==> config.mk <==
export PLATFORM = sky130hd
export DESIGN_NAME = crc_rx_sequencer
export DESIGN_NICKNAME = d
export VERILOG_FILES = /design/src/rtl/crc_rx_pkg.sv /design/src/rtl/crc32_word_step.sv /design/src/rtl/crc_rx_sequencer.sv
export SDC_FILE = /design/constraint.sdc
export NUM_CORES = 1
export LEC_CHECK = 0
export ABC_AREA = 1
export CAP_MARGIN = 20
export CORE_MARGIN = 2
export CORE_UTILIZATION = 60
export DETAILED_ROUTE_END_ITERATION = 10
export PLACE_DENSITY = 0.82
export SETUP_SLACK_MARGIN = 0.05
export SYNTH_ARGS = -nofsm -noshare
export SYNTH_HDL_FRONTEND = slang
export SYNTH_SLANG_ARGS = --single-unit
==> constraint.sdc <==
create_clock -name clk -period 3.7 [get_ports clk]
set_input_delay 1.11 -clock clk [delete_from_list [all_inputs] [get_ports clk]]
set_output_delay 1.11 -clock clk [all_outputs]
set_load 0.01 [all_outputs]
==> src/rtl/crc_rx_pkg.sv <==
// Shared types and constants for the receive-side CRC-32 packet sequencer
// and the reusable CRC-32 word step.
package crc_rx_pkg;

  localparam logic [31:0] CRC32_POLY_REFL = 32'hEDB88320;
  localparam logic [31:0] CRC32_INIT      = 32'hFFFFFFFF;

  // Header word field offsets
  localparam int HDR_LEN_LSB = 0;
  localparam int HDR_LEN_MSB = 15;
  localparam int HDR_TAG_LSB = 16;
  localparam int HDR_TAG_MSB = 31;

  typedef struct packed {
    logic [HDR_TAG_MSB-HDR_TAG_LSB:0] tag;
    logic [HDR_LEN_MSB-HDR_LEN_LSB:0] len;
  } hdr_t;

  typedef enum logic [2:0] {
    ERR_OK        = 3'd0,
    ERR_CRC_BAD   = 3'd1,
    ERR_LEN_SHORT = 3'd2,
    ERR_LEN_LONG  = 3'd3,
    ERR_ZERO_LEN  = 3'd4,
    ERR_TOO_LONG  = 3'd5,
    ERR_TIMEOUT   = 3'd6
  } err_e;

  typedef enum logic [2:0] {
    ST_HDR     = 3'd0,
    ST_PAYLOAD = 3'd1,
    ST_CRCW    = 3'd2,
    ST_DRAIN   = 3'd3,
    ST_REPORT  = 3'd4
  } state_e;

  // The first error seen in a packet sticks; later ones are ignored.
  function automatic err_e first_err(input err_e cur, input err_e nw);
    return (cur == ERR_OK) ? nw : cur;
  endfunction

endpackage

==> src/rtl/crc32_word_step.sv <==
// One 32-bit word of reflected CRC-32, LSB first, fully unrolled.
// Purely combinational: zero latency, no flow control.
module crc32_word_step
  import crc_rx_pkg::*;
(
  input  logic [31:0] crc_in,
  input  logic [31:0] data,
  output logic [31:0] crc_out
);

  logic [31:0] w_crc;

  always_comb begin
    w_crc = crc_in;
    for (int i = 0; i < 32; i++) begin
      w_crc = {1'b0, w_crc[31:1]} ^ ((w_crc[0] ^ data[i]) ? CRC32_POLY_REFL : 32'h0);
    end
    crc_out = w_crc;
  end

endmodule

==> src/rtl/crc_rx_sequencer.sv <==
// Receive CRC-32 packet controller: header / payload / CRC word in, one result record out.
// Record valid the cycle after the terminating beat; s_ready drops while a record waits (one bubble per packet).
module crc_rx_sequencer
  import crc_rx_pkg::*;
#(
  parameter int MAX_WORDS = 1024,
  parameter int TIMEOUT   = 256,
  parameter int CNT_W     = 16
) (
  input  logic             clk,
  input  logic             reset,
  input  logic [31:0]      s_data,
  input  logic             s_valid,
  input  logic             s_last,
  output logic             s_ready,
  output logic             res_valid,
  input  logic             res_ready,
  output logic [15:0]      res_tag,
  output logic             res_pass,
  output logic [2:0]       res_err,
  output logic [CNT_W-1:0] pkt_ok_cnt,
  output logic [CNT_W-1:0] pkt_err_cnt
);

  localparam int IDLE_W = $clog2(TIMEOUT + 1);

  state_e             r_state;
  logic [31:0]        r_crc;
  logic [15:0]        r_cnt;
  logic [15:0]        r_tag;
  err_e               r_err;
  logic               r_pass;
  logic [IDLE_W-1:0]  r_idle;
  logic               r_s_ready;
  logic [CNT_W-1:0]   r_ok_cnt;
  logic [CNT_W-1:0]   r_err_cnt;

  state_e             w_state_nxt;
  logic [31:0]        w_crc_nxt;
  logic [15:0]        w_cnt_nxt;
  logic [15:0]        w_tag_nxt;
  err_e               w_err_nxt;
  logic               w_pass_nxt;
  logic [IDLE_W-1:0]  w_idle_nxt;
  logic [31:0]        w_crc_step;
  logic               w_acc;
  logic               w_res_hs;
  logic               w_in_pkt;
  hdr_t               w_hdr;

  assign w_acc    = s_valid && r_s_ready;
  assign w_res_hs = (r_state == ST_REPORT) && res_ready;
  assign w_in_pkt = (r_state == ST_PAYLOAD) || (r_state == ST_CRCW) || (r_state == ST_DRAIN);
  assign w_hdr    = hdr_t'(s_data);

  crc32_word_step u_step (
    .crc_in  (r_crc),
    .data    (s_data),
    .crc_out (w_crc_step)
  );

  always_comb begin
    w_state_nxt = r_state;
    w_crc_nxt   = r_crc;
    w_cnt_nxt   = r_cnt;
    w_tag_nxt   = r_tag;
    w_err_nxt   = r_err;
    w_pass_nxt  = r_pass;
    w_idle_nxt  = r_idle;

    case (r_state)
      ST_HDR: begin
        if (w_acc) begin
          w_tag_nxt  = w_hdr.tag;
          w_crc_nxt  = CRC32_INIT;
          w_cnt_nxt  = w_hdr.len;
          w_err_nxt  = ERR_OK;
          w_pass_nxt = 1'b0;
          w_idle_nxt = '0;
          if (w_hdr.len == 16'd0) begin
            w_err_nxt   = ERR_ZERO_LEN;
            w_state_nxt = s_last ? ST_REPORT : ST_DRAIN;
          end else if (32'(w_hdr.len) > MAX_WORDS) begin
            w_err_nxt   = ERR_TOO_LONG;
            w_state_nxt = s_last ? ST_REPORT : ST_DRAIN;
          end else if (s_last) begin
            w_err_nxt   = ERR_LEN_SHORT;
            w_state_nxt = ST_REPORT;
          end else begin
            w_state_nxt = ST_PAYLOAD;
          end
        end
      end
      ST_PAYLOAD: begin
        if (w_acc) begin
          w_crc_nxt = w_crc_step;
          w_cnt_nxt = r_cnt - 16'd1;
          if (s_last) begin
            w_err_nxt   = first_err(r_err, ERR_LEN_SHORT);
            w_state_nxt = ST_REPORT;
          end else if (r_cnt == 16'd1) begin
            w_state_nxt = ST_CRCW;
          end
        end
      end
      ST_CRCW: begin
        if (w_acc) begin
          if (s_last) begin
            w_pass_nxt  = (~r_crc == s_data);
            w_err_nxt   = (~r_crc == s_data) ? ERR_OK : ERR_CRC_BAD;
            w_state_nxt = ST_REPORT;
          end else begin
            w_err_nxt   = first_err(r_err, ERR_LEN_LONG);
            w_state_nxt = ST_DRAIN;
          end
        end
      end
      ST_DRAIN: begin
        if (w_acc && s_last) begin
          w_state_nxt = ST_REPORT;
        end
      end
      ST_REPORT: begin
        if (res_ready) begin
          w_state_nxt = ST_HDR;
        end
      end
      default: begin
        w_state_nxt = ST_HDR;
      end
    endcase

    // Idle watchdog only matters mid-packet; an accepted beat always wins.
    if (w_in_pkt) begin
      if (w_acc) begin
        w_idle_nxt = '0;
      end else if (r_idle == IDLE_W'(TIMEOUT - 1)) begin
        w_idle_nxt  = '0;
        w_err_nxt   = first_err(r_err, ERR_TIMEOUT);
        w_pass_nxt  = 1'b0;
        w_state_nxt = ST_REPORT;
      end else begin
        w_idle_nxt = r_idle + IDLE_W'(1);
      end
    end
  end

  always_ff @(posedge clk) begin
    if (reset) begin
      r_state   <= ST_HDR;
      r_crc     <= CRC32_INIT;
      r_cnt     <= '0;
      r_tag     <= '0;
      r_err     <= ERR_OK;
      r_pass    <= 1'b0;
      r_idle    <= '0;
      r_s_ready <= 1'b0;
      r_ok_cnt  <= '0;
      r_err_cnt <= '0;
    end else begin
      r_state   <= w_state_nxt;
      r_crc     <= w_crc_nxt;
      r_cnt     <= w_cnt_nxt;
      r_tag     <= w_tag_nxt;
      r_err     <= w_err_nxt;
      r_pass    <= w_pass_nxt;
      r_idle    <= w_idle_nxt;
      r_s_ready <= (w_state_nxt != ST_REPORT);
      if (w_res_hs) begin
        if (r_pass) begin
          if (r_ok_cnt != {CNT_W{1'b1}}) r_ok_cnt <= r_ok_cnt + CNT_W'(1);
        end else begin
          if (r_err_cnt != {CNT_W{1'b1}}) r_err_cnt <= r_err_cnt + CNT_W'(1);
        end
      end
    end
  end

  assign s_ready     = r_s_ready;
  assign res_valid   = (r_state == ST_REPORT);
  assign res_tag     = r_tag;
  assign res_pass    = r_pass;
  assign res_err     = r_err;
  assign pkt_ok_cnt  = r_ok_cnt;
  assign pkt_err_cnt = r_err_cnt;

endmodule

# Yosys cells after proc, flatten, opt, wreduce, memory -nomap -nowiden
# Cells that the tools add are included.
[totals]
regBits = 113
inputBits = 37
[op_classes]
mux = 81
add_sub_neg = 4
magnitude_cmp = 1
n_bitwise = 66
eq_ne = 13
n_reduce_logical = 16
[ops]
columns = ["op", "n"]
rows = [
  ["$mux 32", 34],
  ["$xor 31x32->32", 32],
  ["$mux 3", 27],
  ["$pmux 32 s2", 1],
  ["$mux 9", 5],
  ["$add 16x1->16 const B", 2],
  ["$eq 32x32->1", 1],
  ["$mux 16", 2],
  ["$ne 16x16->1 const B", 2],
  ["$not 32->32", 1],
  ["$pmux 16 s2", 1],
  ["$xor 1x1->1", 32],
  ["$eq 16x1->1 const B", 1],
  ["$gt 16x11->1 const B", 1],
  ["$logic_not 16->1", 1],
  ["$sub 16x1->16 const B", 1],
  ["$pmux 3 s5", 1],
  ["$add 9x1->9 const B", 1],
  ["$eq 9x8->1 const B", 1],
  ["$pmux 3 s3", 1],
  ["$reduce_and 3->1", 3],
  ["$mux 1", 7],
  ["$eq 3x2->1 const B", 2],
  ["$logic_not 3->1", 2],
  ["12 further kinds", 19],
]

# Depth between registers and ports, before layout
[logic_depth]
depth_word = 98
mapped_depth = 30
depth_no_buf = 30

# By module
# From an unflattened synthesis, not the netlist that was laid out.
[hier_totals]
cells_unflattened = 1876
hier_area_um2 = 11188.2
[modules_own_cells]
columns = ["module", "instances", "area_each_um2", "cells_each", "seq_area_each_um2"]
rows = [
  ["crc_rx_sequencer", 1, 5941.9, 890, 2262.2],
  ["crc32_word_step", 1, 5246.3, 986, 0.0],
]

# Worst setup path after synthesis
# Ideal clock, no wire load.
[synth_path]
path_kind = "input to register"
startpoint = "input s_data[2]"
endpoint = "register r_crc[19]"
path_slack_ns = 0.331
stages = 26
t_arrival_ns = 3.254
path_buffers = 0
path_cell_list = "inv_1 > nand2_1 > nand2_2 > nand2_1 > nand2_4 > nand2_4 > nand2_2 > nand2_4 > nand2_4 > inv_2 > nand2_2 > nand2_4 > nand2_1 > nand3_2 > nand2_2 > nand2_1 > nand2_1 > nand2_1 > nand2_2 > nand2_2 > nand2_2 > nand2_1 > nand3_1 > nand3_1 > nand2_1 > nand2_1"
[synth_via]
elab_chain_cells = 42
word_cells_on_any_way = 66
classes_between = "mux: 19; bitwise: 47"
[synth_lines]
columns = ["element", "line_no", "rtl"]
rows = [
  ["start, declared", "crc_rx_sequencer.sv:12", "input logic [31:0] s_data,"],
  ["$xor 1x1->1 *", "crc32_word_step.sv:16", "w_crc = {1'b0, w_crc[31:1]} ^ ((w_crc[0] ^ data[i]) ? CRC32_POLY_REFL : 32'h0);"],
  ["$mux 32 *", "crc32_word_step.sv:16", ""],
  ["$xor 31x32->32 * (6 in a row)", "crc32_word_step.sv:16", ""],
  ["$xor 1x1->1 / $xor 31x32->32 (equally long branches)", "crc32_word_step.sv:16", ""],
  ["$mux 32 / $xor 31x32->32 (equally long branches)", "crc32_word_step.sv:16", ""],
  ["$xor 31x32->32 * (6 in a row)", "crc32_word_step.sv:16", ""],
  ["$xor 1x1->1 / $xor 31x32->32 (equally long branches)", "crc32_word_step.sv:16", ""],
  ["$mux 32 / $xor 31x32->32 (equally long branches)", "crc32_word_step.sv:16", ""],
  ["$xor 31x32->32 * (6 in a row)", "crc32_word_step.sv:16", ""],
  ["$xor 1x1->1 / $xor 31x32->32 (equally long branches)", "crc32_word_step.sv:16", ""],
  ["$mux 32 / $xor 31x32->32 (equally long branches)", "crc32_word_step.sv:16", ""],
  ["$xor 31x32->32 * (6 in a row)", "crc32_word_step.sv:16", ""],
  ["$xor 1x1->1 / $xor 31x32->32 (equally long branches)", "crc32_word_step.sv:16", ""],
  ["$mux 32 / $xor 31x32->32 (equally long branches)", "crc32_word_step.sv:16", ""],
  ["$xor 31x32->32 * (6 in a row)", "crc32_word_step.sv:16", ""],
  ["$mux 32 *", "crc_rx_sequencer.sv:95", "if (w_acc) begin"],
  ["$pmux 32 s2 *", "crc_rx_sequencer.sv:71", "case (r_state)"],
  ["end signal, assigned", "crc_rx_sequencer.sv:162", "r_crc <= w_crc_nxt;"],
  ["end, declared", "crc_rx_sequencer.sv:28", "logic [31:0] r_crc;"],
]
# Mark *: on every way between the ends. The rest lies on a longest branch, timed or not. The select of a mux whose other input is x is not followed.
# A chain may end at the register's enable or synchronous reset.

# Worst setup path after layout
[layout_path]
startpoint = "input s_data[0]"
endpoint = "register r_crc[19]"
[layout_via]
elab_chain_cells = 46
word_cells_on_any_way = 72
classes_between = "mux: 21; bitwise: 51"
[layout_lines]
columns = ["element", "line_no"]
rows = [
  ["$xor 1x1->1 *", "crc32_word_step.sv:16"],
  ["$mux 32 *", "crc32_word_step.sv:16"],
  ["$xor 31x32->32 * (6 in a row)", "crc32_word_step.sv:16"],
  ["$xor 1x1->1", "crc32_word_step.sv:16"],
  ["$mux 32", "crc32_word_step.sv:16"],
  ["$xor 31x32->32 * (6 in a row)", "crc32_word_step.sv:16"],
  ["$xor 1x1->1", "crc32_word_step.sv:16"],
  ["$mux 32", "crc32_word_step.sv:16"],
  ["(+14 left out)", "-"],
  ["$xor 1x1->1", "crc32_word_step.sv:16"],
  ["$mux 32", "crc32_word_step.sv:16"],
  ["$xor 31x32->32 * (6 in a row)", "crc32_word_step.sv:16"],
  ["$xor 1x1->1", "crc32_word_step.sv:16"],
  ["$mux 32", "crc32_word_step.sv:16"],
  ["$xor 31x32->32 * (2 in a row)", "crc32_word_step.sv:16"],
  ["$mux 32 *", "crc_rx_sequencer.sv:95"],
  ["$pmux 32 s2 *", "crc_rx_sequencer.sv:71"],
]
# Marked as above.

==> insert_results.sql <==
INSERT INTO impl_metrics (metric_group, metric, value, unit) VALUES
('sta', 'fin_crit_sh', '99.7', '%'),
('power_and_ir_drop', 'vdd_ir_drop_max', '0.00105', 'V'),
('yosys', 'muxShareOfSynthArea', '0', '%'),
('floorplanning', 'io-pin-count', '91', ''),
('yosys', 'yosys.area_share.simple', '47.6', '%'),
('routing', 'via_count', '14500', ''),
('yosys', 'fraction_of_synthesis_flops_using_an_asynchronous_set_or_reset_pin', '0', '%'),
('yosys', 'synth.cell_area', '10800', 'um2'),
('clocking', 'clock_pin_slew_of_the_registers_on_the_worst_case_setup_and_hold_paths', '0.06', 'ns'),
('floorplanning', 'fp.dieW', '138', 'um'),
('critical_path', 'timing.critical_path.slowest_cell_delay', '0.17', 'ns'),
('clocking', 'cts_tree', 'yes', ''),
('critical_path', 'arrival', '3.99', 'ns'),
('critical_path', 'worstPathRequired', '4.00', 'ns'),
('sta', 'final-max-slew-violation-count', '0', ''),
('floorplanning', 'start_util', '60.7', '%'),
('yosys', 'synth_ff_type', 'sky130_fd_sc_hd__dfxtp_1', ''),
('global_route', 'antenna_found_initial', '0', ''),
('critical_path', 'startpoint_of_the_worst_register_to_register_path', 'r_crc[6]', ''),
('cells_and_area', 'layout-area-overhead-vs-synth', '41.7', '%'),
('clocking', 'tritoncts.num_buffers', '17', ''),
('routing', 'viasPerCell', '6.06', ''),
('clocking', 'clock_tree.root_cell', 'sky130_fd_sc_hd__clkbuf_16', ''),
('clocking', 'clk_path_buf_depth', '2', ''),
('yosys', 'synth_top_family_by_area', 'simple AND/OR/NAND/NOR gates', ''),
('clocking', 'cts_hold_buffers', '0', ''),
('placement', 'dp_hpwl', '31.9', 'mm'),
('run_status', 'status', 'finished clean', ''),
('routing', 'route.detailed.drc', '0', ''),
('routing', 'detailedRoute.firstIterationViolations', '1800', ''),
('yosys', 'yosys.area.top_type', 'sky130_fd_sc_hd__nand2_1', ''),
('sta', 'setup_repair_after_global_routing_missed_its_margin', 'yes', ''),
('yosys', 'synthesis.area_per_instance', '5.97', 'um2'),
('critical_path', 'worst-setup-path-type', 'input port to flop', ''),
('yosys', 'synth.net_count', '1853', ''),
('placement', 'io_buffer_count', '90', ''),
('yosys', 'synth_xor_area_share', '11.5', '%'),
('critical_path', 'worst_setup_path_startpoint', 's_data[0]', ''),
('flow_run', 'maxCapViolCount', '0', ''),
('yosys', 'ys_ff_latch', '113', ''),
('clocking', 'tritoncts_num_sinks', '113', ''),
('floorplanning', 'placementRows', '49', ''),
('cells_and_area', 'layout.cells.most_common', 'sky130_fd_sc_hd__nand2_1', ''),
('cells_and_area', 'fin_util', '86.1', '%'),
('power_and_ir_drop', 'leakage_power', '7.47', 'nW'),
('yosys', 'synth-seq-area-share', '21.0', '%'),
('power_and_ir_drop', 'sum_of_internal_switching_and_leakage_power', '14.1', 'mW'),
('yosys', 'synth_largest_type_area_fraction', '21.6', '%'),
('min_path', 'hold_path.class', 'flop to flop', ''),
('critical_path', 'worst_setup_path_start_kind', 'input port', ''),
('sta', 'fmaxAchievable', '0.271', 'GHz'),
('routing', 'ant_nets', '0', ''),
('floorplanning', 'fp.dieH', '138', 'um'),
('cells_and_area', 'drive_above_1_share', '28.6', '%'),
('critical_path', 'critical_path.max_fanout', '5', ''),
('sta', 'finalWorstPathRequiredPeriod', '3.69', 'ns'),
('cells_and_area', 'layout.cells.most_common_list', 'sky130_fd_sc_hd__nand2_1, sky130_fd_sc_hd__buf_4, sky130_fd_sc_hd__inv_1, sky130_fd_sc_hd__nand3_1, sky130_fd_sc_hd__nand2_2', ''),
('yosys', 'yosys.area_share.adder', '0.811', '%'),
('critical_path', 'cp-end-kind', 'flop', ''),
('sta', 'finalHoldWorstSlack', '0.464', 'ns'),
('cells_and_area', 'design.final.nets', '2193', ''),
('placement', 'post-place-cells', '2323', ''),
('sta', 'final_hold_viol_count', '0', ''),
('critical_path', 'cp_slowest_cell', 'sky130_fd_sc_hd__buf_6', ''),
('global_route', 'grt.overflow.total', '0', ''),
('global_route', 'first_global_vias', '13000', ''),
('yosys', 'synth_compound_area_share', '10.7', '%'),
('global_route', 'grtUsageTotal', '42.2', '%'),
('placement', 'gp_congestion', '1.12', ''),
('routing', 'drt_pass1_iterations', '6', ''),
('global_route', 'grt_pass1_wl', '65.5', 'mm');
## power by group
part	switching (mW)	internal (mW)	leakage, nW
Clock	0.658	1.15	0.312
Sequential	0.0956	1.28	0.920
Combinational	6.66	4.24	6.24
Total	7.42	6.67	7.47
## critical path: cells and delay by family
kind	cells	cell delay (ns)
and+or+nand+nor	21	2.19
buffers and inverters	5	0.68
## flip-flops by register name, summed over array words and instances (netlist names), 3 cells and up
register,cells
r_cnt,16
res_err,3
res_tag,16
pkt_ok_cnt,16
r_state,3
r_idle,9
pkt_err_cnt,16
r_crc,32
## Yosys cell counts, types with 2 or more instances
cell type	n
sky130_fd_sc_hd__o31ai_1	2
sky130_fd_sc_hd__inv_4	3
sky130_fd_sc_hd__o22ai_1	7
sky130_fd_sc_hd__xnor2_1	32
sky130_fd_sc_hd__nand3b_1	4
sky130_fd_sc_hd__o21a_1	3
sky130_fd_sc_hd__nand2_1	622
sky130_fd_sc_hd__buf_4	3
sky130_fd_sc_hd__a221oi_1	2
sky130_fd_sc_hd__nand3_1	195
sky130_fd_sc_hd__o21ai_0	51
sky130_fd_sc_hd__nand2b_1	2
sky130_fd_sc_hd__nor4_1	12
sky130_fd_sc_hd__clkbuf_1	26
sky130_fd_sc_hd__inv_1	174
sky130_fd_sc_hd__o21ai_1	13
sky130_fd_sc_hd__a211oi_1	5
sky130_fd_sc_hd__nand4_1	11
sky130_fd_sc_hd__xor2_1	93
sky130_fd_sc_hd__nor2_1	93
sky130_fd_sc_hd__ha_1	7
sky130_fd_sc_hd__a31oi_1	5
sky130_fd_sc_hd__nor2_2	2
sky130_fd_sc_hd__o211ai_1	11
sky130_fd_sc_hd__or2_2	7
sky130_fd_sc_hd__nand2_4	26
sky130_fd_sc_hd__nand3_2	14
sky130_fd_sc_hd__a21oi_1	107
sky130_fd_sc_hd__xnor2_2	3
sky130_fd_sc_hd__o2111ai_1	2
sky130_fd_sc_hd__nor3_1	28
sky130_fd_sc_hd__dfxtp_1	113
sky130_fd_sc_hd__buf_2	4
sky130_fd_sc_hd__inv_2	15
sky130_fd_sc_hd__a32oi_1	2
sky130_fd_sc_hd__nor3b_1	4
sky130_fd_sc_hd__nand2_2	88
sky130_fd_sc_hd__clkinv_1	2
sky130_fd_sc_hd__xor2_2	6
## path summary, 6_finish.rpt
| path | end | slack (ns) | cells after the start |
|---|---|---|---|
| worst max-delay path | r_crc[19] | 0.01 | 26 |
| worst min-delay path | res_tag[2] | 0.46 | 2 |
| worst max register to register | r_crc[2] | 0.29 | 27 |
| worst min register to register | res_tag[2] | 0.46 | 2 |
## cell type report
cell class                      instances  area [um2]
Timing Repair Buffer                  355        2870
Fill cell                            1047        2480
Clock inverter                         15         218
Sequential cell                       113        2260
Multi-Input combinational cell       1468        8500
Inverter                              194         738
Clock buffer                           17         425
Tap cell                              229         287
## through the flow
stage	area [um2]	setup slack, ns	setup TNS [ns]
after floorplan	10800	0.331	0
after global placement	13600	-0.838	-20.10
after detailed placement	13600	-0.866	-23.12
after CTS	14400	0.0500	0
after global routing	15300	-0.166	-2.03
final	15300	0.0129	0
## kinds of logic (layout without fill, tap and decap cells)
kind of cell	count (synthesis)	after routing
xor+xnor	134	134
flops	113	113
buf+inv	229	581
fa+ha+maj	7	7
compound gates	212	212
simple gates	1114	1115
## per-layer routing
metal	vias to the layer above	global-route usage (%)	part of all wire [%]
met5	-	0	0
met4	0	23.9	7.9
met3	290	7.76	11
met2	1117	71.1	46
met1	6591	50.8	35
li1	6502	-	-
## repair_timing
| action | CTS | global route |
|---|---|---|
| gates cloned | 0 | 1 |
| pin swaps | 15 | 73 |
| gates resized for setup | 74 | 183 |
| buffers inserted | 4 | 31 |
| setup endpoints to repair | 32 | 32 |
(Power assumes the default switching activity.)
